==> src/rtl/core_pkg.sv <==
// Shared RV32I core definitions: memory access size encodings, memory-stage state
// encoding and the access legality check.
package core_pkg;

  localparam logic [2:0] MEM_BYTE  = 3'b000;
  localparam logic [2:0] MEM_HALF  = 3'b001;
  localparam logic [2:0] MEM_WORD  = 3'b010;
  localparam logic [2:0] MEM_UBYTE = 3'b100;
  localparam logic [2:0] MEM_UHALF = 3'b101;

  typedef enum logic [1:0] {
    IDLE = 2'd0,
    REQ  = 2'd1,
    RESP = 2'd2,
    DONE = 2'd3
  } mau_state_e;

  // Unsigned sizes exist only for loads; halves need even and words need 4-byte alignment.
  function automatic logic mem_legal(input logic is_store, input logic [2:0] func3,
                                     input logic [1:0] addr_lo);
    logic ok;
    case (func3)
      MEM_BYTE:  ok = 1'b1;
      MEM_HALF:  ok = ~addr_lo[0];
      MEM_WORD:  ok = (addr_lo == 2'b00);
      MEM_UBYTE: ok = ~is_store;
      MEM_UHALF: ok = ~is_store & ~addr_lo[0];
      default:   ok = 1'b0;
    endcase
    return ok;
  endfunction

endpackage

==> src/rtl/mem_access_unit_if.sv <==
// Request/grant/response data-memory port. master = access unit, slave = memory.
interface mem_access_unit_if;
  logic        dm_req;
  logic        dm_we;
  logic [31:0] dm_addr;
  logic [3:0]  dm_wstrb;
  logic [31:0] dm_wdata;
  logic        dm_gnt;
  logic        dm_rvalid;
  logic [31:0] dm_rdata;

  modport master (
    output dm_req, dm_we, dm_addr, dm_wstrb, dm_wdata,
    input  dm_gnt, dm_rvalid, dm_rdata
  );

  modport slave (
    input  dm_req, dm_we, dm_addr, dm_wstrb, dm_wdata,
    output dm_gnt, dm_rvalid, dm_rdata
  );
endinterface

==> src/rtl/mem_access_unit_store_lane_gen.sv <==
// Store byte-strobe and lane-replicated write data from the low address bits and size.
module store_lane_gen
  import core_pkg::*;
(
  input  logic [1:0]  addr_lo,
  input  logic [2:0]  func3,
  input  logic [31:0] wdata,
  output logic [3:0]  wstrb,
  output logic [31:0] lane_data
);

  always_comb begin
    wstrb     = '0;
    lane_data = wdata;
    case (func3)
      MEM_BYTE: begin
        wstrb     = 4'b0001 << addr_lo;
        lane_data = {4{wdata[7:0]}};
      end
      MEM_HALF: begin
        wstrb     = 4'b0011 << addr_lo;
        lane_data = {2{wdata[15:0]}};
      end
      MEM_WORD: wstrb = '1;
      default: ;
    endcase
  end

endmodule

==> src/rtl/mem_access_unit.sv <==
// Memory-stage access unit: one load/store per transaction onto the data-memory port,
// load data returned right-aligned and size-masked, illegal accesses faulted locally.
module mem_access_unit
  import core_pkg::*;
(
  input  logic                      clk,
  input  logic                      rst_n,
  input  logic                      ex_valid,
  output logic                      ex_ready,
  input  logic                      ex_is_load,
  input  logic                      ex_is_store,
  input  logic [31:0]               ex_addr,
  input  logic [2:0]                ex_func3,
  input  logic [31:0]               ex_wdata,
  mem_access_unit_if.master         dm,
  output logic                      wb_valid,
  output logic [31:0]               wb_data,
  output logic [2:0]                wb_func3,
  output logic                      wb_fault,
  output logic                      stall
);

  mau_state_e  state_q, state_d;
  logic [1:0]  addr_lo_q, addr_lo_d;
  logic        is_store_q, is_store_d;
  logic        req_q, req_d, we_q, we_d;
  logic [31:0] addr_q, addr_d, wdata_q, wdata_d;
  logic [3:0]  wstrb_q, wstrb_d;
  logic        wbv_q, wbv_d, fault_q, fault_d;
  logic [31:0] wbd_q, wbd_d;
  logic [2:0]  f3_q, f3_d;

  logic [3:0]  lane_strb;
  logic [31:0] lane_data;
  logic [31:0] rshift;
  logic [31:0] load_aligned;
  logic        legal;

  store_lane_gen u_lane (
    .addr_lo   (ex_addr[1:0]),
    .func3     (ex_func3),
    .wdata     (ex_wdata),
    .wstrb     (lane_strb),
    .lane_data (lane_data)
  );

  // A malformed op type (neither or both of load/store) faults like a bad size.
  assign legal = (ex_is_load ^ ex_is_store) & mem_legal(ex_is_store, ex_func3, ex_addr[1:0]);

  assign rshift = dm.dm_rdata >> {addr_lo_q, 3'b000};

  always_comb begin
    case (f3_q[1:0])
      2'b00:   load_aligned = {24'd0, rshift[7:0]};
      2'b01:   load_aligned = {16'd0, rshift[15:0]};
      default: load_aligned = rshift;
    endcase
  end

  always_comb begin
    state_d    = state_q;
    addr_lo_d  = addr_lo_q;
    is_store_d = is_store_q;
    req_d      = req_q;
    we_d       = we_q;
    addr_d     = addr_q;
    wdata_d    = wdata_q;
    wstrb_d    = wstrb_q;
    wbv_d      = wbv_q;
    fault_d    = fault_q;
    wbd_d      = wbd_q;
    f3_d       = f3_q;
    ex_ready   = (state_q == IDLE);
    stall      = (state_q == REQ) || (state_q == RESP) || ((state_q == IDLE) && ex_valid);

    case (state_q)
      IDLE: if (ex_valid) begin
        addr_lo_d  = ex_addr[1:0];
        is_store_d = ex_is_store;
        f3_d       = ex_func3;
        if (legal) begin
          state_d = REQ;
          req_d   = 1'b1;
          we_d    = ex_is_store;
          addr_d  = {ex_addr[31:2], 2'b00};
          wstrb_d = ex_is_store ? lane_strb : 4'b0000;
          wdata_d = ex_is_store ? lane_data : 32'd0;
        end else begin
          state_d = DONE;
          wbv_d   = 1'b1;
          fault_d = 1'b1;
          wbd_d   = '0;
        end
      end
      REQ: if (dm.dm_gnt) begin
        req_d   = 1'b0;
        we_d    = 1'b0;
        wstrb_d = '0;
        if (is_store_q) begin
          state_d = DONE;
          wbv_d   = 1'b1;
          fault_d = 1'b0;
          wbd_d   = '0;
        end else begin
          state_d = RESP;
        end
      end
      RESP: if (dm.dm_rvalid) begin
        state_d = DONE;
        wbv_d   = 1'b1;
        fault_d = 1'b0;
        wbd_d   = load_aligned;
      end
      DONE: begin
        state_d = IDLE;
        wbv_d   = 1'b0;
        fault_d = 1'b0;
      end
      default: state_d = IDLE;
    endcase
  end

  always_ff @(posedge clk or negedge rst_n) begin
    if (!rst_n) begin
      state_q    <= IDLE;
      addr_lo_q  <= '0;
      is_store_q <= 1'b0;
      req_q      <= 1'b0;
      we_q       <= 1'b0;
      addr_q     <= '0;
      wdata_q    <= '0;
      wstrb_q    <= '0;
      wbv_q      <= 1'b0;
      fault_q    <= 1'b0;
      wbd_q      <= '0;
      f3_q       <= '0;
    end else begin
      state_q    <= state_d;
      addr_lo_q  <= addr_lo_d;
      is_store_q <= is_store_d;
      req_q      <= req_d;
      we_q       <= we_d;
      addr_q     <= addr_d;
      wdata_q    <= wdata_d;
      wstrb_q    <= wstrb_d;
      wbv_q      <= wbv_d;
      fault_q    <= fault_d;
      wbd_q      <= wbd_d;
      f3_q       <= f3_d;
    end
  end

  assign dm.dm_req   = req_q;
  assign dm.dm_we    = we_q;
  assign dm.dm_addr  = addr_q;
  assign dm.dm_wstrb = wstrb_q;
  assign dm.dm_wdata = wdata_q;
  assign wb_valid    = wbv_q;
  assign wb_data     = wbd_q;
  assign wb_func3    = f3_q;
  assign wb_fault    = fault_q;

endmodule

==> src/flat_wrapper.sv <==
// flat-port wrapper written by rule: the top's interface ports become plain ports
module mem_access_unit_flat import core_pkg::*;
  (clk, rst_n, ex_valid, ex_ready, ex_is_load, ex_is_store, ex_addr, ex_func3, ex_wdata, wb_valid, wb_data, wb_func3, wb_fault, stall, dm_dm_req, dm_dm_we, dm_dm_addr, dm_dm_wstrb, dm_dm_wdata, dm_dm_gnt, dm_dm_rvalid, dm_dm_rdata);
  mem_access_unit_if dm_i ();
  input  logic clk;
  input  logic rst_n;
  input  logic ex_valid;
  output logic ex_ready;
  input  logic ex_is_load;
  input  logic ex_is_store;
  input  logic [31:0] ex_addr;
  input  logic [2:0] ex_func3;
  input  logic [31:0] ex_wdata;
  output logic wb_valid;
  output logic [31:0] wb_data;
  output logic [2:0] wb_func3;
  output logic wb_fault;
  output logic stall;
  output wire logic [$bits(dm_i.dm_req)-1:0] dm_dm_req;
  output wire logic [$bits(dm_i.dm_we)-1:0] dm_dm_we;
  output wire logic [$bits(dm_i.dm_addr)-1:0] dm_dm_addr;
  output wire logic [$bits(dm_i.dm_wstrb)-1:0] dm_dm_wstrb;
  output wire logic [$bits(dm_i.dm_wdata)-1:0] dm_dm_wdata;
  input wire logic [$bits(dm_i.dm_gnt)-1:0] dm_dm_gnt;
  input wire logic [$bits(dm_i.dm_rvalid)-1:0] dm_dm_rvalid;
  input wire logic [$bits(dm_i.dm_rdata)-1:0] dm_dm_rdata;
  assign dm_dm_req = dm_i.dm_req;
  assign dm_dm_we = dm_i.dm_we;
  assign dm_dm_addr = dm_i.dm_addr;
  assign dm_dm_wstrb = dm_i.dm_wstrb;
  assign dm_dm_wdata = dm_i.dm_wdata;
  assign dm_i.dm_gnt = dm_dm_gnt;
  assign dm_i.dm_rvalid = dm_dm_rvalid;
  assign dm_i.dm_rdata = dm_dm_rdata;
  mem_access_unit u_core (.clk(clk), .rst_n(rst_n), .ex_valid(ex_valid), .ex_ready(ex_ready), .ex_is_load(ex_is_load), .ex_is_store(ex_is_store), .ex_addr(ex_addr), .ex_func3(ex_func3), .ex_wdata(ex_wdata), .dm(dm_i), .wb_valid(wb_valid), .wb_data(wb_data), .wb_func3(wb_func3), .wb_fault(wb_fault), .stall(stall));
endmodule
==> config.mk <==
export PLATFORM = sky130hd
export DESIGN_NAME = mem_access_unit_flat
export DESIGN_NICKNAME = d
export VERILOG_FILES = /design/src/rtl/core_pkg.sv /design/src/rtl/mem_access_unit_if.sv /design/src/rtl/mem_access_unit_store_lane_gen.sv /design/src/rtl/mem_access_unit.sv /design/src/flat_wrapper.sv
export SDC_FILE = /design/constraint.sdc
export NUM_CORES = 1
export LEC_CHECK = 0
export BUFFER_PORTS_ARGS = -buffer_cell sky130_fd_sc_hd__buf_2
export CAP_MARGIN = 0
export CELL_PAD_IN_SITES_DETAIL_PLACEMENT = 0
export CELL_PAD_IN_SITES_GLOBAL_PLACEMENT = 2
export CORE_MARGIN = 5
export CORE_UTILIZATION = 32
export DETAILED_ROUTE_END_ITERATION = 6
export PLACE_DENSITY_LB_ADDON = 0.1
export REMOVE_ABC_BUFFERS = 1
export SYNTH_ARGS = -nofsm -noshare
export SYNTH_HDL_FRONTEND = slang
export SYNTH_SLANG_ARGS = --single-unit
==> constraint.sdc <==
create_clock -name clk -period 5.45 [get_ports clk]
set_input_delay 0.2725 -clock clk [delete_from_list [all_inputs] [get_ports clk]]
set_output_delay 0.2725 -clock clk [all_outputs]
set_load 0.02 [all_outputs]
* Word level (Yosys, flattened, before mapping) *
Index checks and enable logic that the tools add are counted.
Widths: inputs -> output; s select.

word-level totals
  flip-flop bits (word level) = 110
  input bits = 106

operators by class
  shifts and indexed selects = 3
  equality and inequality tests = 14
  reductions and logical operators = 15
  bitwise logic cells = 5
  multiplexer cells = 39

operator list
  cell                 number
  $mux 32              6
  $pmux 32 s2          2
  $pmux 32 s3          1
  $shr 32x5->32        1
  $mux 4               4
  $mux 1               14
  $pmux 4 s3           1
  $mux 2               4
  $ne 2x2->1 const B   4
  $pmux 1 s4           2
  $pmux 2 s4           1
  $pmux 4 s2           1
  $eq 3x3->1 const B   2
  $logic_not 2->1      3
  $reduce_and 3->1     2
  $reduce_and 6->1     1
  $pmux 1 s5           1
  $reduce_and 5->1     1
  $eq 2x1->1 const B   2
  $eq 2x2->1 const B   2
  $ne 2x1->1 const B   2
  $pmux 1 s2           2
  $reduce_and 4->1     1
  $shl 1x2->4 const A  1
  12 further kinds     15

* Logic depth before layout (Yosys ltp) *
  depth after elaboration = 7
  gate-level depth with buffers = 10
  mapped depth without buffers = 6

* Modules after synthesis *
From an unflattened synthesis, not the netlist that was laid out.

second synthesis, totals
  cell total of the unflattened synthesis = 492
  area total of the unflattened synthesis = 5459.0 sq um

modules (own cells, without submodules)
  module           area each (sq um)  instances  cells an instance  seq. area each (sq um)
  mem_access_unit  4919.7             1          425                2752.6
  store_lane_gen   539.3              1          67                 0.0

* Worst setup path before layout *
OpenSTA, ideal clock, no wires.

  path type = register to register
  from = reg u_core.state_q[0]
  to = reg u_core.wbd_q[16] (netlist: u_core.wb_data[16])
  clock period less this slack = 2483 ps
  arrival time = 2358 ps
  required time = 5325 ps
  slack = 2967 ps
  setup time = 125 ps
  cell stages (with the launch flop) = 9
  buffers on the path = 3
  cell sequence = dfrtp_1 inv_1 ha_1 clkbuf_1 a2111o_1 or3_1 buf_6 buf_12 mux2_4

on the way
  cells in the longest elaborated chain, start to end = 3
  elaborated cells between the ends (all ways) = 11
  classes of those cells = 7 x eq/ne; 1 x mux; 3 x reduce/logical

RTL lines
  element                                                                  line                    source
  start, declared                                                          mem_access_unit.sv:23   mau_state_e state_q, state_d;
  start signal, assigned                                                   mem_access_unit.sv:138  state_q <= state_d;
  $logic_not 2->1 (*)                                                      -
  named net ex_ready                                                       flat_wrapper.sv:8       output logic ex_ready;
  $ne 2x2->1 (no source line) / $reduce_bool 3->1 (equally long branches)  -
  $reduce_and 6->1 (no source line)                                        -
  end signal, assigned                                                     mem_access_unit.sv:148  wbd_q <= wbd_d;
  end, declared                                                            mem_access_unit.sv:30   logic [31:0] wbd_q, wbd_d;

Mark *: on every way through the listed nets, which the timed path passes. The rest lies on a longest branch.
A chain may end at the register's enable or synchronous reset.

* Worst setup path in the final report *
  from = reg u_core.state_q[0]
  to = reg u_core.addr_q[13] (netlist: u_core.dm.dm_addr[13])

on the way
  cells in the longest elaborated chain, start to end = 2

RTL lines
  element                            line                    source
  $logic_not 2->1                    mem_access_unit.sv:76   case (state_q)
  $reduce_and 3->1 (no source line)  -
  end signal, assigned               mem_access_unit.sv:143  addr_q <= addr_d;
  end, declared                      mem_access_unit.sv:27   logic [31:0] addr_q, addr_d, wdata_q, wdata_d;

Every way passes these cells.

==> summary.md <==
| Metric | Value |
|---|---|
| Worst EP arrival | 3.41 ns |
| Vias post-DR | 4423 |
| Worst r2r path cells | 6 |
| Die height | about 140 µm |
| Post-DP HPWL | around 12000 µm |
| Crit Path Class | reg -> reg |
| Synth-to-Final Area Change | 28.1% |
| Hold_ws | -0.0308 ns |
| Total grt overflow | 0 |
| CP Capture Type | flip-flop |
| Total Nets Final | about 800 |
| Chip width | 139 µm |
| Wirelength per Cell | 17.6 µm |
| I/O pins | between 200 and 250 |
| Initial antenna violation count | 5 |
| Synth Register Bits | between 100 and 150 |
| Critical path required time | 5.69 ns |
| Layout cells sized above 1 | 0.424 |
| Starting DRT DRC Count | about 240 |
| Post-CTS setup buffer count | 0 |
| Clk_lat worst skew | approximately 0.35 ns |
| Placer congestion estimate | 0.778 |
| Mapped cell area | around 5400 µm² |
| Setup TNS | 0 ns |
| Dpl cells | 890 |
| Final setup viols | 0 |
| Clk_skew | roughly 0.01 ns |
| Total wire length | around 16000 µm |
| Die Footprint | a little under 20000 µm² |
| Fin. max-slew vios | 0 |
| TritonCTS Buffers | 9 |
| Outcome | complete, but fails checks |
| Power per cell area | around 560 nW/µm² |
| Crit-path max FO | 55 |
| Prevailing post-synth register cell | dfrtp_1 |
| Async SR Flop Fraction | 1.00 |
| Fmax | around 320 MHz |
| Tmin final | 3.17 ns |
| Period utilization | 0.582 |
| CTS tree | built |
| Syn_area_per_cell | 11.0 µm² |
| Final Hold Fails | 21 |
| Drt drc | 0 |
| Max clock buf depth | 2 |
| Drt first pass iters | 4 |
| Vias in the first global route | roughly 4700 |
| Maxcap violations | 0 |
| Syn. warnings | 0 |
| Slew HR | 0.314 |
| Lkg Pwr | 3.59 nW |
| CTS HTree Levels | 3 |
| First-pass GRT wire length | about 26000 µm |
| Cts repair resizes | 0 |
| # port buffers | roughly 210 |
| Worst vdd ir | ~0.22 mV |
| CTS sink count | 110 |
| Hold_buf cts | 0 |
| CP Launch Type | flip-flop |
| Starting Density | 0.325 |
| Hold Crit Class | in -> async |
| Largest net degree at the start of global routing | between 50 and 60 |
| CORE AREA | approximately 17000 µm² |
| Final std cells w/o fill | approximately 910 |
| Clock-pin slew on the worst setup and hold paths | approximately 0.080 ns |
| Via density | 4.88 |
| Row count | 47 |
| Post-synthesis sequential area ratio | 0.513 |
| Core Util, Final | 0.416 |
| Cells after synthesis | roughly 500 |
| Yosys cell types | between 40 and 50 |
| EDFF count, synth | 0 |
| Failing checks | hold timing |
| RSZ-0062 raised after global routing | no |
| Root buf cell | clkbuf_16 |
| Worst slew pin tran | 1.03 ns |
| Final ANT Viol Nets | 0 |
| Gr usage total | 0.163 |
-- where the power goes --
group	leakage, nW	switching (mW)	internal, mW
clock network	0.163	0.331	0.411
registers	1.46	0.194	1.13
logic	1.97	1.08	0.676
total	3.59	1.60	2.22
-- stage by stage --
step	cell area [µm²]	power (mW)	hold slack, ns	setup WS [ns]
after CTS	6870	3.89	0.000884	2.25
after floorplan	5150	2.47	-0.0231	1.99
final	6870	3.82	-0.0308	2.28
after global placement	6540	3.10	0.391	2.37
after detailed placement	6540	3.13	0.389	2.25
after global routing	6870	4.08	0.0346	2.03
-- cell type report --
| class | instances | area (µm²) |
|---|---|---|
| clock buffer | 9 | 225 |
| timing repair buffer | 218 | 1110 |
| sequential | 110 | 2750 |
| fill | 1676 | 9660 |
| multi-input combinational | 323 | 2330 |
| clock inverter | 7 | 103 |
| inverter | 19 | 71.3 |
| tap | 220 | 275 |
| antenna | 1 | 2.50 |
-- final timing paths --
path / slack [ns] / startpoint / end
worst max-delay path: 2.28 / u_core.state_q[0]$_DFFE_PN0P_ / u_core.dm.dm_addr[13]$_DFFE_PN0P_
worst min-delay path: -0.03 / rst_n / u_core.wb_data[5]$_DFFE_PN0P_
worst max register to register: 2.28 / u_core.state_q[0]$_DFFE_PN0P_ / u_core.dm.dm_addr[13]$_DFFE_PN0P_
worst min register to register: 0.48 / u_core.dm.dm_wdata[16]$_DFFE_PN0P_ / u_core.dm.dm_wdata[16]$_DFFE_PN0P_
max in group asynchronous: 4.24 / rst_n / u_core.dm.dm_wdata[31]$_DFFE_PN0P_
min in group clk: 0.14 / ex_addr[15] / u_core.dm.dm_addr[15]$_DFFE_PN0P_
-- layout by cell type (no fill, tap or decap), types with 2 or more instances in the layout --
master / instances
a211oi_1: 13
a21oi_1: 9
a221oi_1: 4
a22o_1: 16
a31oi_1: 2
buf_2: 211
buf_4: 7
bufinv_16: 2
clkbuf_16: 9
conb_1: 2
dfrtp_1: 110
ha_1: 4
inv_1: 18
inv_6: 3
mux2_2: 44
mux2_4: 6
mux2i_1: 33
nand2_1: 62
nand2b_1: 3
nor2_1: 31
nor2b_1: 12
o21ai_0: 34
o22a_1: 2
o22ai_1: 2
o31ai_1: 26
-- worst max-delay path, stage by stage (launching register included) --
cell and delay [ns]:
dfrtp_1 0.44, inv_1 0.09, ha_1 0.34, nand2_1 0.34, a2111o_2 0.83, buf_4 0.59
mux2_2 0.39
-- registers in the layout, indices dropped and copies added, names as in the netlist --
signal              count
u_core.dm.dm_addr      30
u_core.is_store_q       1
u_core.dm.dm_wstrb      4
u_core.dm.dm_wdata     32
u_core.wb_valid         1
u_core.addr_lo_q        2
u_core.wb_fault         1
u_core.dm.dm_req        1
u_core.state_q          2
u_core.wb_data         32
u_core.wb_func3         3
u_core.dm.dm_we         1
-- routing by layer --
layer  part of all wire  global-route usage  vias up
met3              0.084              0.0614       29
met1               0.44               0.209     2134
met4              0.022              0.0649        8
met5             0.0026                   0        -
met2               0.45               0.250      145
li1                   -                   -     2107
-- cell usage after synthesis, drive strengths merged (9+ instances only) --
library cell,instances,share of area
clkbuf,18,0.013
a21oi,9,0.0084
inv,18,0.013
a211oi,13,0.018
a22o,16,0.026
nor2b,12,0.014
nand2,62,0.043
o21ai,34,0.032
mux2i,33,0.062
buf,19,0.027
dfrtp,110,0.51
mux2,50,0.11
o31ai,26,0.036
nor2,31,0.022
-- logic make-up (layout without fill, tap and decap cells) --
family / after synthesis / in the layout / synth area share
muxes: 83 / 83 / 0.171
xor gates and xnor gates: 1 / 1 / 0.00163
buffers and inverters: 56 / 253 / 0.0530
DFF: 110 / 110 / 0.513
AOI/OAI and AO/OA: 118 / 118 / 0.156
other: 1 / 3 / 0.000699
and+or+nand+nor: 115 / 115 / 0.0952
adders and majority gates: 4 / 4 / 0.00933
Note: power is estimated with default switching activity, not from simulation.
